===== src/rtl/rcvr_pkg.sv =====
// Shared types and helpers for the multi-lane serial frame receiver.
// Holds the control FSM encoding and the index-width helper used for port sizing.
package rcvr_pkg;

    typedef enum logic [0:0] {
        IDLE = 1'b0,
        RECV = 1'b1
    } rcvr_state_t;

    // Width of an index counting 0..n-1, never narrower than one bit.
    function automatic int idx_w(input int n);
        return (n > 1) ? $clog2(n) : 1;
    endfunction

endpackage


===== src/rtl/rcvr_lane_shift.sv =====
// One lane's deserialising shift register; exposes the value it would hold after
// shifting in the current bit so the word can be captured on its final bit.
module rcvr_lane_shift
    import rcvr_pkg::*;
#(
    parameter int DATA_W    = 16,
    parameter int MSB_FIRST = 1
) (
    input  logic              i_clk,
    input  logic              i_rst,
    input  logic              i_clr,
    input  logic              i_en,
    input  logic              i_d,
    output logic [DATA_W-1:0] o_next
);

    logic [DATA_W-1:0] r_q;
    logic [DATA_W-1:0] w_next;

    if (MSB_FIRST != 0) begin : g_msb
        assign w_next = {r_q[DATA_W-2:0], i_d};
    end else begin : g_lsb
        assign w_next = {i_d, r_q[DATA_W-1:1]};
    end

    assign o_next = w_next;

    // Shift register: clear on reset or frame restart, shift on sampled bits.
    always_ff @(posedge i_clk) begin
        if (i_rst || i_clr) begin
            r_q <= '0;
        end else if (i_en) begin
            r_q <= w_next;
        end else begin
            r_q <= r_q;
        end
    end

endmodule


===== src/rtl/rcvr_lanes.sv =====
// Multi-lane serial frame receiver: frame-sync driven bit/word counting shared by
// all lanes, one-cycle word strobes with sof/eof tags, and short-frame error detection.
module rcvr_lanes
    import rcvr_pkg::*;
#(
    parameter int DATA_W    = 16,
    parameter int LANES     = 2,
    parameter int WORDS     = 4,
    parameter int MSB_FIRST = 1
) (
    input  logic                       i_clk,
    input  logic                       i_rst,
    input  logic                       i_fs,
    input  logic [LANES-1:0]           i_d,
    output logic [LANES*DATA_W-1:0]    o_data,
    output logic                       o_vld,
    output logic [idx_w(WORDS)-1:0]    o_word_idx,
    output logic                       o_sof,
    output logic                       o_eof,
    output logic                       o_err,
    output logic                       o_busy
);

    localparam int                IDX_W     = idx_w(WORDS);
    localparam int                BIT_W     = idx_w(DATA_W);
    localparam logic [BIT_W-1:0]  BIT_LAST  = BIT_W'(DATA_W - 1);
    localparam logic [IDX_W-1:0]  WORD_LAST = IDX_W'(WORDS - 1);

    rcvr_state_t              r_state;
    logic [BIT_W-1:0]         r_bit_cnt;
    logic [IDX_W-1:0]         r_word_cnt;
    logic [LANES*DATA_W-1:0]  r_data;
    logic [IDX_W-1:0]         r_word_idx;
    logic                     r_vld;
    logic                     r_sof;
    logic                     r_eof;
    logic                     r_err;
    logic [LANES*DATA_W-1:0]  w_next;
    logic                     w_sample;
    logic                     w_fresh;

    assign w_sample = (r_state == RECV) && !i_fs;
    // An i_fs seen before any bit was taken (e.g. i_fs held high) is a restart, not an error.
    assign w_fresh  = (r_bit_cnt == '0) && (r_word_cnt == '0);

    for (genvar n = 0; n < LANES; n++) begin : g_lane
        rcvr_lane_shift #(
            .DATA_W    (DATA_W),
            .MSB_FIRST (MSB_FIRST)
        ) u_shift (
            .i_clk  (i_clk),
            .i_rst  (i_rst),
            .i_clr  (i_fs),
            .i_en   (w_sample),
            .i_d    (i_d[n]),
            .o_next (w_next[n*DATA_W +: DATA_W])
        );
    end

    // Control FSM, counters and registered outputs.
    always_ff @(posedge i_clk) begin
        if (i_rst) begin
            r_state    <= IDLE;
            r_bit_cnt  <= '0;
            r_word_cnt <= '0;
            r_data     <= '0;
            r_word_idx <= '0;
            r_vld      <= 1'b0;
            r_sof      <= 1'b0;
            r_eof      <= 1'b0;
            r_err      <= 1'b0;
        end else begin
            r_vld <= 1'b0;
            r_sof <= 1'b0;
            r_eof <= 1'b0;
            r_err <= 1'b0;
            case (r_state)
                IDLE: begin
                    r_bit_cnt  <= '0;
                    r_word_cnt <= '0;
                    if (i_fs) begin
                        r_state <= RECV;
                    end else begin
                        r_state <= IDLE;
                    end
                end
                RECV: begin
                    if (i_fs) begin
                        r_err      <= !w_fresh;
                        r_bit_cnt  <= '0;
                        r_word_cnt <= '0;
                    end else if (r_bit_cnt == BIT_LAST) begin
                        r_bit_cnt  <= '0;
                        r_data     <= w_next;
                        r_word_idx <= r_word_cnt;
                        r_vld      <= 1'b1;
                        r_sof      <= (r_word_cnt == '0);
                        r_eof      <= (r_word_cnt == WORD_LAST);
                        if (r_word_cnt == WORD_LAST) begin
                            r_state    <= IDLE;
                            r_word_cnt <= '0;
                        end else begin
                            r_word_cnt <= r_word_cnt + IDX_W'(1);
                        end
                    end else begin
                        r_bit_cnt <= r_bit_cnt + BIT_W'(1);
                    end
                end
                default: begin
                    r_state    <= IDLE;
                    r_bit_cnt  <= '0;
                    r_word_cnt <= '0;
                end
            endcase
        end
    end

    assign o_data     = r_data;
    assign o_vld      = r_vld;
    assign o_word_idx = r_word_idx;
    assign o_sof      = r_sof;
    assign o_eof      = r_eof;
    assign o_err      = r_err;
    assign o_busy     = (r_state == RECV);

endmodule

===== config.mk =====
export PLATFORM = sky130hd
export DESIGN_NAME = rcvr_lanes
export DESIGN_NICKNAME = d
export VERILOG_FILES = /design/src/rtl/rcvr_pkg.sv /design/src/rtl/rcvr_lane_shift.sv /design/src/rtl/rcvr_lanes.sv
export SDC_FILE = /design/constraint.sdc
export NUM_CORES = 1
export LEC_CHECK = 0
export CORE_MARGIN = 2
export CORE_UTILIZATION = 53
export DETAILED_ROUTE_END_ITERATION = 6
export PLACE_DENSITY = 0.76
export SYNTH_ARGS = -nofsm -noshare
export SYNTH_HDL_FRONTEND = slang
export SYNTH_SLANG_ARGS = --single-unit

===== constraint.sdc =====
create_clock -name i_clk -period 1.8 [get_ports i_clk]
set_input_delay 0.36 -clock i_clk [delete_from_list [all_inputs] [get_ports i_clk]]
set_output_delay 0.36 -clock i_clk [all_outputs]
set_load 0.1 [all_outputs]

==> metrics.txt, run 1 <==
sequential share of power=a little under three fifths; hold path depth=2; layout cell share with drive strength beyond 1=~27%; vias in the first global route=2,109; fin. max-slew vios=0; DR iter-0 viols=about 120; sequential share of the synthesized area=between 40 and 50%; Filler cells=roughly 360; core area=between 0.005 and 0.006 sq mm; initial antenna violation count=0; clock slew at reported path FFs=70 ps; global-route wire length before repair=9.74 mm; Hold Path Origin=g_lane[1].u_shift.r_q[1]$_SDFFE_PP0P_; diode count=0; post-place instance area=slightly below 0.004 sq mm; P_sw=664 uW; number of gates resized after cts=0; Final Cell Area=between 0.004 and 0.005 sq mm; switching share of total power=a little over a fifth; CTS Hold Bufs=0; Syn Nets=about 290; final hold slack=481 ps; cells on worst reg2reg path=5; initial core utilization=between 50% and 60%; Die Span X=between 70 and 80 um; CTS tree=yes; antenna-violating nets left=0; Leak=approximately 1.5 nW; Synthesis Warnings=0; die area=0.00633 sq mm; PortBufs=43; area delta synth->final=34.6%; Worst Path Required=a little over 2000 ps; Cells after Synth=279; synth unique cells=30; RR Startpoint=r_bit_cnt[0]$_SDFF_PP0_; Slowest cell on crit path=and3_2; Worst R2R Setup Slack=roughly 190 ps; final wirelength=5.56 mm; Setup Viol. Count Final=0; Via Count=between 2,000 and 2,500; setup_tns=0 ps; I/O pin count=44; VDD IR max=about 0.47 mV; total power=roughly 3 mW; worst-path fanout max=19; Final period util=roughly nine tenths; Avg WL per Cell=14.0 um; remaining global-route overflow=0; Hold/Removal Path Class=reg2reg; vias per cell=between 5 and 6; TritonCTS Buffers=9; Mean Syn Cell Area=10.9 sq um; largest net degree at the start of global routing=37; Clock Sinks=75; post-DP HPWL=about 3.8 mm; cell-by-cell trace of the critical path=ha_1 > and3_2 > buf_12 > nand2_8 > a2bb2oi_2; WHS Endpoint=o_data[18]$_SDFFE_PP0P_; Post-CTS Setup Bufs=0; status=complete, no violations; pwr dens=around 740 mW/mm^2; Worst Skew=roughly 7.6 ps; Max Cap Violations=0; P_int=2.37 mW; Logic pwr share=between 4 and 5%; reg2reg end=o_data[5]$_SDFFE_PP0P_; drt drc=0; min Tclk post-route=1610 ps; total iterations of the first detailed-routing run=4; FP Rows=27; RSZ-0062 raised after global routing=no; Post-Syn Area=a little over 0.003 sq mm; Hold Vio Cnt, Final=0; slew at the pin closest to its max-slew limit=about 580 ps; clock share of power=between 40% and 50%; Max H-tree Level=3; CTS Buffer Depth=2; root buffer cell=clkbuf_8; GRT Total Usage=a little under 20%; Die H=a little under 80 um; critical path class=reg2reg; Critical Path End Type=flop; post-synthesis register bit count=75; GP Congestion=0.785; final net count=between 300 and 400; clk_lat worst skew=~350 ps; Max stage delay on crit path=~420 ps; Worst setup SP type=flop; crit path DAT=between 1500 and 2000 ps; fmax=slightly above 600 MHz; relative slew slack=about three fifths
worst max path at each step:
stage	startpoint	to	slack (ps)	cells past startpoint
5_1_grt	r_bit_cnt[0]$_SDFF_PP0_	o_data[19]$_SDFFE_PP0P_	70	5
3_5_place_dp	i_fs	g_lane[0].u_shift.r_q[7]$_SDFFE_PP0P_	40	3
6_report	r_bit_cnt[0]$_SDFF_PP0_	o_data[5]$_SDFFE_PP0P_	190	5
2_1_floorplan	o_busy$_SDFF_PP0_	o_data[27]$_SDFFE_PP0P_	190	6
3_3_place_gp	i_fs	g_lane[1].u_shift.r_q[1]$_SDFFE_PP0P_	70	3
4_1_cts	r_bit_cnt[0]$_SDFF_PP0_	o_data[5]$_SDFFE_PP0P_	200	5
sequential cells by signal, summed over array words and instances (netlist names):
signal	count
o_busy	1
o_eof	1
o_word_idx	2
o_sof	1
o_data	32
o_vld	1
r_bit_cnt	4
o_err	1
r_word_cnt	2
g_lane.u_shift.r_q	30
metrics by stage:
step	util, %	std cells	setup slack [ps]
6_report	74.0	397	193
5_1_grt	74.0	397	70.3
4_1_cts	74.0	397	198
3_5_place_dp	70.6	381	38.3
3_3_place_gp	70.6	381	66.3
2_1_floorplan	-	279	188
routing by layer:
metal | share of wire (%) | vias to the layer above | track usage, %
met5 | 0 | - | 0
met1 | 47 | 997 | 24.5
li1 | - | 1044 | -
met2 | 48 | 37 | 32.4
met3 | 3.9 | 9 | 5.66
met4 | 1.6 | 0 | 8.28
power groups by stage:
stage               Combinational [mW]  Sequential [mW]  Clock [mW]
CTS                              0.147             1.67        1.24
detailed placement               0.146             1.71           0
floorplan                        0.103             1.72           0
global placement                 0.144             1.71           0
global route                     0.155             1.67        1.33
finish                           0.146             1.67        1.22
cell usage after synthesis, drive strengths merged:
library cell,n,share of area [%]
inv,5,0.62
dfxtp,75,50
and3,3,0.62
and2,4,0.91
a22o,5,1.4
ha,4,1.7
nand3,23,4.2
nor2b,1,0.45
a21oi,21,4.6
nand4,1,0.21
clkbuf,5,0.62
a311oi,1,0.29
nand2,2,0.79
or2,1,0.21
a22oi,2,0.83
a2bb2oi,10,4.5
mux2i,30,9.9
nor2,36,4.5
xor2,2,0.58
nand2b,12,2.5
a21bo,19,6.3
buf,17,4.7
cell usage in the layout (no fill, tap or decap), types with 2 or more instances in the layout:
| master | count |
|---|---|
| dfxtp_1 | 74 |
| buf_12 | 42 |
| nor2_1 | 36 |
| mux2i_1 | 30 |
| nand3_1 | 22 |
| a21bo_1 | 19 |
| clkbuf_8 | 13 |
| a21oi_1 | 12 |
| nand2b_1 | 12 |
| a21oi_2 | 9 |
| a2bb2oi_2 | 8 |
| buf_4 | 6 |
| a22o_1 | 5 |
| inv_1 | 4 |
| ha_1 | 4 |
| clkdlybuf4s50_1 | 4 |
| and2_1 | 3 |
| xor2_1 | 2 |
| and3_1 | 2 |
| a22oi_2 | 2 |
| a2bb2oi_1 | 2 |
| clkbuf_1 | 2 |
kinds of logic (layout without fill, tap and decap cells):
group | Yosys count | in the layout | share of synthesized area [%]
AOI/OAI and AO/OA | 58 | 58 | 18.0
xor gates and xnor gates | 2 | 2 | 0.579
adders and majority gates | 4 | 4 | 1.65
buffers and inverters | 27 | 73 | 5.95
DFF | 75 | 75 | 49.6
muxes | 30 | 30 | 9.92
and+or+nand+nor | 83 | 83 | 14.3
critical path, delay by kind of cell (launching register included):
kind | cells | cell delay (ps)
and+or+nand+nor | 2 | 520
DFF | 1 | 380
adders and majority gates | 1 | 250
buffers and inverters | 1 | 210
AOI/OAI and AO/OA | 1 | 140
final cells by class:
class                   count  area, sq um  share of cell area (%)
flip-flops and latches     75         1500                    36.9
multi-input cells         177         1350                    33.1
clock buffers              15          186                    4.57
well taps                  72         90.1                    2.21
repair buffers             52          926                    22.7
clock inverters             1         5.00                   0.123
inverters                   5         18.8                   0.460
(Power assumes the default switching activity.)
==> run 2, diff against run 1 <==
ABC_CLOCK_PERIOD_IN_PS = 1800   (was not set)
CAP_MARGIN = 20   (was not set)
==> results of run 2 <==
Final layout, timing and power as in run 1 (identical DEF).
==> run 3, diff against run 2 <==
CORE_MARGIN = not set   (was 2)
GPL_ROUTABILITY_DRIVEN = 0   (was not set)
==> run 3 against run 2 <==
Effect of this change: first-iteration DRC count is 15% lower; maximum frequency up 3.5%; final cell count fell by 0.25%; clock skew is 3.9 ps lower.
==> metrics.txt, run 3 (synthesis gave the netlist of run 1 again) <==
placed insts=381 (unchanged); Setup Viol. Count Final=0 (unchanged); I/O pin count=44 (unchanged); TritonCTS Buffers=9 (unchanged); Final Cell Area=0.00405 sq mm (was 0.00408 sq mm); Worst setup SP type=flop (unchanged); initial antenna violation count=0 (unchanged); GRT Total Usage=20.5% (was 19.8%); Via Count=2,111 (was 2,087); Critical Path End Type=flop (unchanged); root buffer cell=clkbuf_8 (unchanged); Post-CTS Setup Bufs=0 (unchanged); Hold Vio Cnt, Final=0 (unchanged); status=complete, no violations (unchanged); relative slew slack=61.2% (was 61.6%); Leak=1.54 nW (was 1.55 nW); final hold slack=478 ps (was 481 ps); core area=0.00551 sq mm (unchanged); Hold/Removal Path Class=reg2reg (unchanged); Seq. cell area=0.00150 sq mm (unchanged); DP Worst Slack=23.4 ps (was 38.3 ps); fmax=644 MHz (was 622 MHz); die area=0.00602 sq mm (was 0.00633 sq mm); Filler cells=353 (was 359); layout cell share with drive strength beyond 1=27.2% (was 27.4%); DR iter-0 viols=99 (was 116); area taken by multi-input logic gates=0.00135 sq mm (unchanged); PortBufs=43 (unchanged); setup_tns=0 ps (unchanged); Clock Sinks=75 (unchanged); Die H=77.6 um (was 79.6 um); Die Span X=77.6 um (was 79.6 um); Final Instance Count excl. Fillers=396 (was 397); total power=2.91 mW (was 3.04 mW); number of gates resized after cts=0 (unchanged); initial core utilization=55.0% (unchanged); vias in the first global route=1,981 (was 2,109); vias per cell=5.33 (was 5.26); max reg flops=32 (unchanged); CTS tree=yes (unchanged); FP Rows=27 (unchanged); total iterations of the first detailed-routing run=4 (unchanged); final wirelength=5.61 mm (was 5.56 mm); Final period util=86.3% (was 89.3%); largest net degree at the start of global routing=31 (was 37); crit path DAT=1780 ps (was 1840 ps); Worst Path Required=2030 ps (about the same); Max H-tree Level=3 (unchanged); diode count=0 (unchanged); min Tclk post-route=1550 ps (was 1610 ps); Worst Skew=3.62 ps (was 7.56 ps); Max Cap Violations=0 (unchanged); remaining global-route overflow=0 (unchanged); most frequent cells in the layout=74 x dfxtp_1, 42 x buf_12, 36 x nor2_1, 30 x mux2i_1, 22 x nand3_1 (unchanged); antenna-violating nets left=0 (unchanged); slew at the pin closest to its max-slew limit=582 ps (was 576 ps); post-place instance area=0.00388 sq mm (unchanged); worst-path fanout max=22 (was 19); drt drc=0 (unchanged); commonest non-fill, non-tap cell in the layout=dfxtp_1 (unchanged); pwr dens=718 mW/mm^2 (was 745 mW/mm^2); post-DP HPWL=3.77 mm (was 3.76 mm); clk_lat worst skew=330 ps (was 350 ps); critical path class=reg2reg (unchanged); clock slew at reported path FFs=70 ps (about the same); fin. max-slew vios=0 (unchanged); RSZ-0062 raised after global routing=no (unchanged); area delta synth->final=33.6% (was 34.6%); Avg WL per Cell=14.2 um (was 14.0 um); Util after Layout=73.5% (was 74.0%); global-route wire length before repair=9.60 mm (was 9.74 mm); CTS Hold Bufs=0 (unchanged); fin worst setup slack=247 ps (was 193 ps); final net count=329 (unchanged); CTS Buffer Depth=2 (unchanged); VDD IR max=0.367 mV (was 0.468 mV)
[run 3: layer usage]
layer  vias to the layer above  routed length, um  global-route usage [%]
met5                         -                  0                       0
met4                         0                 74                    10.2
met3                         6                205                    4.59
met2                        50               2720                    31.5
met1                      1010               2610                    26.9
li1                       1045                  -                       -
[run 3: critical path: stages, from the launching register on]
cell	delay [ps]
dfxtp_1	380
ha_1	240
and3_2	250
buf_4	260
a21oi_2	120
a22o_1	190
[run 3: power breakdown]
group	total [mW]	leakage, nW	internal [mW]	switching [mW]
Combinational	0.151	0.849	0.0594	0.0918
Sequential	1.67	0.604	1.66	0.00442
Clock	1.09	0.0860	0.525	0.563
Total	2.91	1.54	2.25	0.659
[run 3: cell type report]
cell class,count,share of cell area (%)
sequential,75,37.1
multi-input combinational,177,33.3
timing repair buffer,52,22.9
clock buffer,12,3.59
tap,72,2.23
inverter,5,0.464
clock inverter,3,0.371
[run 3: final timing paths]
| kind | endpoint | cells past startpoint | slack (ps) | start |
|---|---|---|---|---|
| setup / recovery | o_data[28]$_SDFFE_PP0P_ | 5 | 250 | r_bit_cnt[0]$_SDFF_PP0_ |
| hold / removal | r_bit_cnt[0]$_SDFF_PP0_ | 1 | 480 | r_bit_cnt[0]$_SDFF_PP0_ |
| hold reg to reg | r_bit_cnt[0]$_SDFF_PP0_ | 1 | 480 | r_bit_cnt[0]$_SDFF_PP0_ |
| setup reg to reg | o_data[28]$_SDFFE_PP0P_ | 5 | 250 | r_bit_cnt[0]$_SDFF_PP0_ |
